<file path="src/rtl/fp_add_sequencer.sv">
// Multi-cycle IEEE-754 binary32 adder: IDLE -> ALIGN -> ADD -> NORM* -> ROUND -> DONE.
// Rounding mode is chosen at build time by FP_ADD_ROUND_NEAREST_EN (defined: nearest-even, else truncate).
module fp_add_sequencer (
  input  logic        clk_i,
  input  logic        rst_ni,
  input  logic        valid_i,
  output logic        ready_o,
  input  logic [31:0] a_i,
  input  logic [31:0] b_i,
  output logic        valid_o,
  input  logic        ready_i,
  output logic [31:0] result_o,
  output logic        busy_o
);

  typedef enum logic [2:0] {IDLE, ALIGN, ADD, NORM, ROUND, DONE} state_t;

`ifdef FP_ADD_ROUND_NEAREST_EN
  localparam logic RNE = 1'b1;
`else
  localparam logic RNE = 1'b0;
`endif

  // Reset asserts asynchronously and releases two clk_i edges later.
  logic [1:0] rst_sync;
  logic       rst_n;
  always_ff @(posedge clk_i or negedge rst_ni)
    if (!rst_ni) rst_sync <= 2'b00;
    else         rst_sync <= {rst_sync[0], 1'b1};
  assign rst_n = rst_sync[1];

  state_t      state, state_nxt;
  logic [31:0] a_r, b_r, result_r;
  logic [26:0] big_r, sml_r;   // 24-bit significand + guard/round/sticky
  logic [27:0] sum_r;          // bit27 = carry, [26:3] significand, [2:0] GRS
  logic [8:0]  exp_r;
  logic        sign_r, sub_r;

  // Special-operand decode, evaluated on the raw inputs at transfer
  logic        a_nan, b_nan, a_inf, b_inf, a_zero, b_zero, special;
  logic [31:0] special_val;
  always_comb begin
    a_nan  = (&a_i[30:23]) &&  (|a_i[22:0]);
    b_nan  = (&b_i[30:23]) &&  (|b_i[22:0]);
    a_inf  = (&a_i[30:23]) && !(|a_i[22:0]);
    b_inf  = (&b_i[30:23]) && !(|b_i[22:0]);
    a_zero = (a_i[30:23] == 8'd0);
    b_zero = (b_i[30:23] == 8'd0);
    special = a_nan | b_nan | a_inf | b_inf | (a_zero & b_zero);
    if (a_nan || b_nan || (a_inf && b_inf && (a_i[31] != b_i[31])))
      special_val = 32'h7FC0_0000;
    else if (a_inf) special_val = {a_i[31], 8'hFF, 23'd0};
    else if (b_inf) special_val = {b_i[31], 8'hFF, 23'd0};
    else            special_val = {a_i[31] & b_i[31], 31'd0};
  end

  // Alignment: order by magnitude (exp-0 operands count as zero), shift the smaller
  logic [30:0] mag_a, mag_b;
  logic [31:0] big, sml;
  logic [23:0] big_sig, sml_sig;
  logic [7:0]  diff;
  logic [26:0] sml_ext, shifted, mask, aligned;
  always_comb begin
    mag_a   = (a_r[30:23] == 8'd0) ? 31'd0 : a_r[30:0];
    mag_b   = (b_r[30:23] == 8'd0) ? 31'd0 : b_r[30:0];
    big     = (mag_a >= mag_b) ? a_r : b_r;
    sml     = (mag_a >= mag_b) ? b_r : a_r;
    big_sig = (big[30:23] == 8'd0) ? 24'd0 : {1'b1, big[22:0]};
    sml_sig = (sml[30:23] == 8'd0) ? 24'd0 : {1'b1, sml[22:0]};
    diff    = big[30:23] - sml[30:23];
    sml_ext = {sml_sig, 3'b000};
    shifted = sml_ext >> diff;
    mask    = (27'd1 << diff) - 27'd1;
    if (diff >= 8'd27) aligned = {26'd0, |sml_sig};
    else               aligned = {shifted[26:1], shifted[0] | (|(sml_ext & mask))};
  end

  logic [27:0] sum_calc;
  assign sum_calc = sub_r ? ({1'b0, big_r} - {1'b0, sml_r}) : ({1'b0, big_r} + {1'b0, sml_r});

  // Rounding on the normalized sum
  logic        inc;
  logic [24:0] rnd;
  logic [8:0]  rexp;
  logic [22:0] rman;
  logic [31:0] rres;
  always_comb begin
    inc  = RNE & sum_r[2] & (sum_r[1] | sum_r[0] | sum_r[3]);
    rnd  = {1'b0, sum_r[26:3]} + {24'd0, inc};
    rexp = rnd[24] ? exp_r + 9'd1 : exp_r;
    rman = rnd[24] ? rnd[23:1] : rnd[22:0];
    rres = (rexp >= 9'd255) ? {sign_r, 8'hFF, 23'd0} : {sign_r, rexp[7:0], rman};
  end

  always_ff @(posedge clk_i or negedge rst_n)
    if (!rst_n) state <= IDLE;
    else        state <= state_nxt;

  always_comb begin
    state_nxt = state;
    case (state)
      IDLE:  if (valid_i) state_nxt = special ? DONE : ALIGN;
      ALIGN: state_nxt = ADD;
      ADD:   state_nxt = (sum_calc == 28'd0) ? DONE : NORM;
      NORM:  if (sum_r[27] || sum_r[26]) state_nxt = ROUND;
             else if (exp_r == 9'd1)     state_nxt = DONE;
      ROUND: state_nxt = DONE;
      DONE:  if (ready_i) state_nxt = IDLE;
      default: state_nxt = IDLE;
    endcase
  end

  always_ff @(posedge clk_i or negedge rst_n)
    if (!rst_n) begin
      a_r <= '0; b_r <= '0; result_r <= '0; big_r <= '0; sml_r <= '0;
      sum_r <= '0; exp_r <= '0; sign_r <= 1'b0; sub_r <= 1'b0;
    end else begin
      case (state)
        IDLE: if (valid_i) begin
          a_r <= a_i;
          b_r <= b_i;
          if (special) result_r <= special_val;
        end
        ALIGN: begin
          big_r  <= {big_sig, 3'b000};
          sml_r  <= aligned;
          exp_r  <= {1'b0, big[30:23]};
          sign_r <= big[31];
          sub_r  <= big[31] ^ sml[31];
        end
        ADD: begin
          sum_r <= sum_calc;
          if (sum_calc == 28'd0) result_r <= 32'd0;
        end
        NORM:
          if (sum_r[27]) begin
            sum_r <= {1'b0, sum_r[27:2], sum_r[1] | sum_r[0]};
            exp_r <= exp_r + 9'd1;
          end else if (!sum_r[26]) begin
            if (exp_r == 9'd1) result_r <= {sign_r, 31'd0};
            else begin
              sum_r <= {sum_r[26:0], 1'b0};
              exp_r <= exp_r - 9'd1;
            end
          end
        ROUND: result_r <= rres;
        default: ;
      endcase
    end

  assign ready_o  = (state == IDLE);
  assign valid_o  = (state == DONE);
  assign busy_o   = (state != IDLE);
  assign result_o = result_r;

endmodule

</file>
<file path="config.mk">
export PLATFORM = sky130hd
export DESIGN_NAME = fp_add_sequencer
export DESIGN_NICKNAME = d
export VERILOG_FILES = /design/src/rtl/fp_add_sequencer.sv
export SDC_FILE = /design/constraint.sdc
export NUM_CORES = 1
export LEC_CHECK = 0
export ABC_CLOCK_PERIOD_IN_PS = 8400
export CORE_ASPECT_RATIO = 1.75
export CORE_MARGIN = 5
export CORE_UTILIZATION = 52
export DETAILED_ROUTE_END_ITERATION = 10
export PLACE_DENSITY_LB_ADDON = 0.2
export SLEW_MARGIN = 10
export SYNTH_ARGS = -nofsm -noshare
export SYNTH_HDL_FRONTEND = slang
export SYNTH_SLANG_ARGS = --single-unit
export TNS_END_PERCENT = 50
</file>
<file path="constraint.sdc">
create_clock -name clk_i -period 8.4 [get_ports clk_i]
set_clock_uncertainty 0.15 [all_clocks]
set_input_delay 1.68 -clock clk_i [delete_from_list [all_inputs] [get_ports clk_i]]
set_output_delay 1.68 -clock clk_i [all_outputs]
set_load 0.02 [all_outputs]
</file>
* Yosys cells after proc, flatten, opt, wreduce, memory -nomap -nowiden
Index checks and enable logic that the tools add are counted.
** Storage, ports and cells
- Bits in registers :: 191
- Bits in latches :: 0
- RAM bits :: 0
- Memory bits (read-only) :: 0
- Input port bits :: 68
- Output and inout port bits :: 35
- Logic and storage cells :: 118
- Memories :: 0
** Operators by class
- Add/subtract/negate cells :: 6
- Multipliers :: 0
- Divide/modulo/power cells :: 0
- Magnitude comparators :: 3
- Equality and inequality tests :: 17
- Shift-type cells :: 2
- Multiplexer cells :: 34
- Bitwise logic cells :: 10
- Reductions and logical operators :: 34
** Operators by type and width (count)
- 32-bit 2-to-1 mux :: 11
- 32-bit case mux with 4 select lines :: 1
- 27-bit 2-to-1 mux :: 4
- 31-bit 2-to-1 mux :: 3
- 28-bit case mux with 2 select lines :: 1
- 8-bit logical NOT :: 6
- 24-bit 2-to-1 mux :: 2
- 23-bit OR reduction :: 2
- 31-bit greater-or-equal comparator :: 1
- 27-bit by 27-bit adder with 28-bit output :: 1
- 28-bit logical NOT :: 1
- 28-bit 2-to-1 mux :: 1
- 27-bit by 27-bit subtractor with 28-bit output :: 1
- 27-bit AND :: 1
- 9-bit 2-to-1 mux :: 3
- 27-bit OR reduction :: 1
- 1-bit by 8-bit left shift with 27-bit output (first input constant) :: 1
- 27-bit by 8-bit right shift with 27-bit output :: 1
- 27-bit by 1-bit subtractor with 27-bit output (second input constant) :: 1
- 24-bit OR reduction :: 1
- 3-bit 2-to-1 mux :: 6
- 3-bit case mux with 6 select lines :: 1
- 9-bit case mux with 2 select lines :: 1
- 8-bit AND reduction :: 2
- other kinds (26) :: 52

* Longest topological paths before layout
- Word-level depth :: 11
- Gate-level depth with buffers :: 31
- Depth with buffers taken out :: 22

* Worst setup path before layout
Ideal clock, no wire load.
- Path type :: flip-flop to flip-flop
- Start :: reg a_r[28]
- End :: reg sml_r[0]
- Library setup time :: 0.130 ns
- Data arrival time :: 5.862 ns
- Data required time :: 8.120 ns
- Setup slack :: 2.258 ns
- Stages on the path, launching flop included :: 29
- Buffers on the path :: 7
- Clock period less this slack :: 6.142 ns
- Cells stage by stage :: dfrtp_1 > clkbuf_1 > nor4_1 > nand2_1 > clkbuf_1 > and2_1 > ha_1 > a21o_1 > a211o_1 > a41oi_1 > o41ai_2 > a21oi_2 > buf_2 > buf_2 > buf_2 > buf_2 > buf_2 > nor2_1 > a21oi_1 > ha_1 > inv_1 > o221a_2 > o2111ai_1 > nand4_1 > o41a_1 > o32a_1 > a2111oi_2 > and4_1 > a22oi_1
** Between the ends
- Cells in the longest elaborated chain, start to end :: 11
- Elaborated cells between the ends (all ways) :: 17
- Classes of those cells :: 2 x add/sub; 2 x order compare; 2 x shift; 5 x mux; 2 x bitwise; 4 x reduce/logical
** RTL lines
- from (decl) :: RTL line 33 : logic [31:0] a_r, b_r, result_r;
- from (signal assigned) :: RTL line 120 : a_r <= a_i;
- 8-bit logical NOT :: RTL line 64 : mag_a = (a_r[30:23] == 8'd0) ? 31'd0 : a_r[30:0];
- 31-bit 2-to-1 mux :: RTL line 64
- 31-bit greater-or-equal comparator :: RTL line 66, 67
- 32-bit 2-to-1 mux, on equally long branches :: RTL line 66, 67
- 8-bit subtractor :: RTL line 70 : diff = big[30:23] - sml[30:23];
- 1-bit by 8-bit left shift with 27-bit output :: RTL line 73 : mask = (27'd1 << diff) - 27'd1;
- 27-bit by 1-bit subtractor with 27-bit output :: RTL line 73
- 27-bit AND :: RTL line 75 : else aligned = {shifted[26:1], shifted[0] | (|(sml_ext & mask))};
- 27-bit OR reduction :: RTL line 75
- 1-bit OR :: RTL line 75
- 27-bit 2-to-1 mux * :: RTL line 74 : if (diff >= 8'd27) aligned = {26'd0, |sml_sig};
- to (signal assigned) :: RTL line 126 : sml_r <= aligned;
- to (decl) :: RTL line 34 : logic [26:0] big_r, sml_r;
Every way passes the cells marked *; elsewhere a longest branch is shown, timed or not.
A chain may end at the register's enable or synchronous reset.

* Final worst setup path
- Start :: reg b_r[23]
- End :: reg sml_r[0]
** Between the ends
- Cells in the longest elaborated chain, start to end :: 11
- Elaborated cells between the ends (all ways) :: 17
- Classes of those cells :: 2 x add/sub; 2 x order compare; 2 x shift; 5 x mux; 2 x bitwise; 4 x reduce/logical
** RTL lines
- from (decl) :: RTL line 33
- from (signal assigned) :: RTL line 121 : b_r <= b_i;
- 8-bit logical NOT :: RTL line 65 : mag_b = (b_r[30:23] == 8'd0) ? 31'd0 : b_r[30:0];
- 31-bit 2-to-1 mux :: RTL line 65
- 31-bit greater-or-equal comparator :: RTL line 66, 67
- 32-bit 2-to-1 mux, on equally long branches :: RTL line 66, 67
- 8-bit subtractor :: RTL line 70
- 1-bit by 8-bit left shift with 27-bit output :: RTL line 73
- 27-bit by 1-bit subtractor with 27-bit output :: RTL line 73
- 27-bit AND :: RTL line 75
- 27-bit OR reduction :: RTL line 75
- 1-bit OR :: RTL line 75
- 27-bit 2-to-1 mux * :: RTL line 74
Marks and branches as above.

==> reports/summary.txt <==
CLOCK TREE
--------------------------------------------------------------------------------------
Clock latency on the worst-skew pair                                           0.46 ns
Number of hold-repair buffers added at the cts stage                                 0
Clock tree from TritonCTS                                                         done
Maximum level of the CTS H-tree                                                      4
Clock sink count                                                                   191
Inserted Clock Buffers                                                              17
Buffers inserted by post-CTS timing repair                                           0
Clock-pin transition on the worst setup and hold timing paths                  0.07 ns
PostCTS Resize Cnt                                                                   0
Cell at the root of the clock tree                                           clkbuf_16
Clk buf depth                                                                        2

YOSYS
--------------------------------------------------------------------------------------
Average size of a mapped cell                                                 8.37 um2
Post-Synthesis Cell Area                                                     15100 um2
Synth area leaders                                                        dfrtp_1 32%, ha_1 7.1%, nand2_1 5.6%
Number of instances in the synthesized netlist                                    1807
Seq cells post-synth                                                               191
Mapped Nets                                                                       1962
Post-synthesis cell type count                                                      98
Number of warnings reported in the yosys synthesis log                               0
Number of enable flip-flop cells after synthesis                                     0
Part of the Yosys area used for sequential elements                              0.316
Fraction of registers with async set/reset                                        1.00
Library cell occupying the most area in the post-synthesis netlist             dfrtp_1
Share of Yosys cell area claimed by the top area cell type                       0.316
Post-synth top flop                                                            dfrtp_1

FINAL LAYOUT
--------------------------------------------------------------------------------------
Final standard cell utilization of the core                                      0.590
Finished Layout Cells                                                             2221
Relative area change from synthesis to final layout                              12.0%
Fillers                                                                           2609
Final non-filler cell area                                                   16900 um2
Number of nets in the layout                                                      1986
Diodes inserted                                                                      0
Fraction of final layout cells sized beyond drive strength 1                    0.0901

ROUTING
--------------------------------------------------------------------------------------
DRC                                                                                  0
Drt via density                                                                   6.29
Detailed-route wire length                                                     44.6 mm
Sum of met2 wire segment lengths after detailed routing                        23.3 mm
Routed wirelength normalized by instance count                                 20.1 um
Remaining number of nets flagged by the antenna check after routing                  0
Routed length on met1                                                          17.5 mm
DRT Pass-1 Iters                                                                     5
Via count                                                                        14000
Drt first-iter violations                                                         1206
Highest routed layer                                                              met4
Met3 WL post-DR                                                                1.80 mm

CRITICAL PATH
--------------------------------------------------------------------------------------
Cell with the largest stage delay on the worst path                            o41ai_2
CP startpoint kind                                                                flop
Required @ worst endpoint                                                      8.63 ns
Startpoint of the worst-slack reg-to-reg timing path                           b_r[23]
Type of element capturing the critical path                                       flop
Number of stages on the worst setup path                                            21
Critical path type                                                             reg2reg
First element of the critical path                                             b_r[23]
Number of buffer and inverter stages on the critical path                            2
Highest cell delay on the worst timing path                                    0.82 ns
Crit path capture                                                             sml_r[0]
Critical-path maximum fanout                                                        18
Cell-by-cell trace of the critical path                                   nor4_1 -> nand2_1 -> nand2_1 -> inv_1 -> ha_1 -> nor2b_1 -> o21ai_1 -> a41oi_1 -> o41ai_2 -> a21oi_4 -> a21oi_1 -> ha_1 -> inv_1 -> o221a_2 -> o2111ai_1 -> and4_1 -> nand2_1 -> nor3_1 -> a2111oi_2 -> and4_1 -> a22oi_1
Kind of cell adding the most delay to the critical path                   simple AND/OR/NAND/NOR gates
Critical path arrival                                                          6.99 ns
Reg2reg path depth                                                                  21
Most repeated library cell on the critical path                                nand2_1
Setup slack, reg-to-reg                                                        1.63 ns
Worst flop-to-flop path endpoint                                              sml_r[0]

FLOORPLANNING
--------------------------------------------------------------------------------------
IO Count                                                                           103
Number of rows in the core area                                                     82
Y dimension of the die                                                          236 um
Initial core utilization                                                         0.526
Area of the core                                                             28700 um2
Overall die area                                                             32700 um2
Die width                                                                       139 um

PLACED DESIGN
--------------------------------------------------------------------------------------
Weighted congestion reported at the end of routability-driven placement          0.959
Placed cell count                                                                 2190
Quantity of I/O buffers inserted on ports                                          102
Standard cell area after detailed placement                                  16400 um2
Final HPWL DP                                                                  34.5 mm

TIMING
--------------------------------------------------------------------------------------
Slew margin rel.                                                                 0.131
Count of final max-slew check failures                                               0
Crit share post-route                                                            0.806
Achievable clock frequency                                                   0.148 GHz
Unrepaired setup endpoints after global routing                                     no
Setup total negative slack                                                        0 ns
Final setup violation count                                                          0
Endpoints failing hold                                                               0
Slew at the pin closest to its max-slew limit                                  1.29 ns
Final critical path time including I/O delays and setup                        6.77 ns

GLOBAL ROUTE
--------------------------------------------------------------------------------------
Total congestion overflow                                                            0
Global router's overall resource usage                                           0.269
Antenna violations before repair                                                     0
Vias in the first global route                                                   13900
Maximum number of pins on one net before global-route repair                        80
Wire length of the first global-routing pass                                   72.5 mm

MIN PATH
--------------------------------------------------------------------------------------
Hold Path Class                                                                reg2reg

STATUS
--------------------------------------------------------------------------------------
Outcome                                                                      completed

RUN
--------------------------------------------------------------------------------------
Max-capacitance violation count                                                      0

[stage by stage]
step	setup WS, ns	hold WS [ns]
5_1_grt	1.23	0.223
6_report	1.63	0.201
4_1_cts	1.76	0.204
2_1_floorplan	2.26	0.181
3_3_place_gp	1.73	0.194
3_5_place_dp	1.79	0.188
[sequential cells by signal, summed over array words and instances, names as in the netlist]
register  count
state         3
sum_r        28
a_r          32
exp_r         9
b_r          32
sub_r         1
big_r        24
rst_sync      2
sml_r        27
sign_r        1
result_o     32
[worst register-to-register path, stage by stage (launching register included)]
cell and delay (ns):
dfrtp_1 0.42, nor4_1 0.35, nand2_1 0.53, nand2_1 0.27, inv_1 0.06, ha_1 0.27, nor2b_1 0.04, o21ai_1 0.13
a41oi_1 0.19, o41ai_2 0.82, a21oi_4 0.30, a21oi_1 0.21, ha_1 0.20, inv_1 0.05, o221a_2 0.17, o2111ai_1 0.26
and4_1 0.61, nand2_1 0.36, nor3_1 0.78, a2111oi_2 0.17, and4_1 0.19, a22oi_1 0.16
[cells in the final DEF, fill, tap and decap left out, types with 28 or more instances in the layout]
master           count
mux2i_1             69
nor2_1             131
a22o_1              31
mux2_2              64
a21oi_1             83
buf_4               28
clkdlybuf4s50_1    102
dfrtp_1            190
o21ai_0            162
nand2_1            226
nor4_1              28
inv_1               84
nand3_1             36
nor3_1              40
ha_1                86
[routing by layer]
metal  up-vias  global-route usage
met5         -                   0
met4         0               0.124
met3       136              0.0356
met2       455               0.489
met1      6712               0.312
li1       6676                   -
[cell families (layout without fill, tap and decap cells)]
logic type	Yosys count	count (layout)	synth area share
flops	191	191	0.316
compound gates	555	555	0.251
simple gates	582	582	0.178
other cells	1	1	0.000248
mux	142	142	0.105
fa+ha+maj	89	89	0.0738
buf+inv	211	247	0.0549
xor+xnor	36	36	0.0209
[cells in the mapped netlist, drive strengths merged (14+ instances only)]
library cell  instances
a211oi               27
a21o                 26
a21oi                84
a221o                14
a221oi               15
a22o                 31
a31oi                24
and2                 24
and3                 15
buf                  38
clkbuf               87
dfrtp               191
ha                   86
inv                  85
mux2                 68
mux2i                69
nand2               226
nand3                37
nand4                21
nor2                132
nor2b                14
nor3                 41
nor4                 29
o211ai               28
o21ai               168
o31ai                16
xnor2                24
[worst min path at each step]
stage                     start          end  slack, ns  depth (start not counted)
floorplan           rst_sync[0]  rst_sync[1]       0.18                          0
global placement    rst_sync[0]  rst_sync[1]       0.19                          0
detailed placement  rst_sync[0]  rst_sync[1]       0.19                          0
CTS                 rst_sync[0]  rst_sync[1]       0.20                          0
global route        rst_sync[0]  rst_sync[1]       0.22                          0
finish              rst_sync[0]  rst_sync[1]       0.20                          0
[layout make-up]
class | count | area, um2 | area share
clock buffers | 24 | 512 | 0.0302
flip-flops and latches | 191 | 4780 | 0.282
multi-input cells | 1405 | 9560 | 0.565
repair buffers | 130 | 1230 | 0.0727
well taps | 378 | 473 | 0.0279
clock inverters | 7 | 51.3 | 0.00303
inverters | 86 | 323 | 0.0191
Power is left out: the tool's default activity adds up to more than one toggle a clock period on the data nets, which glitch-free logic cannot reach.
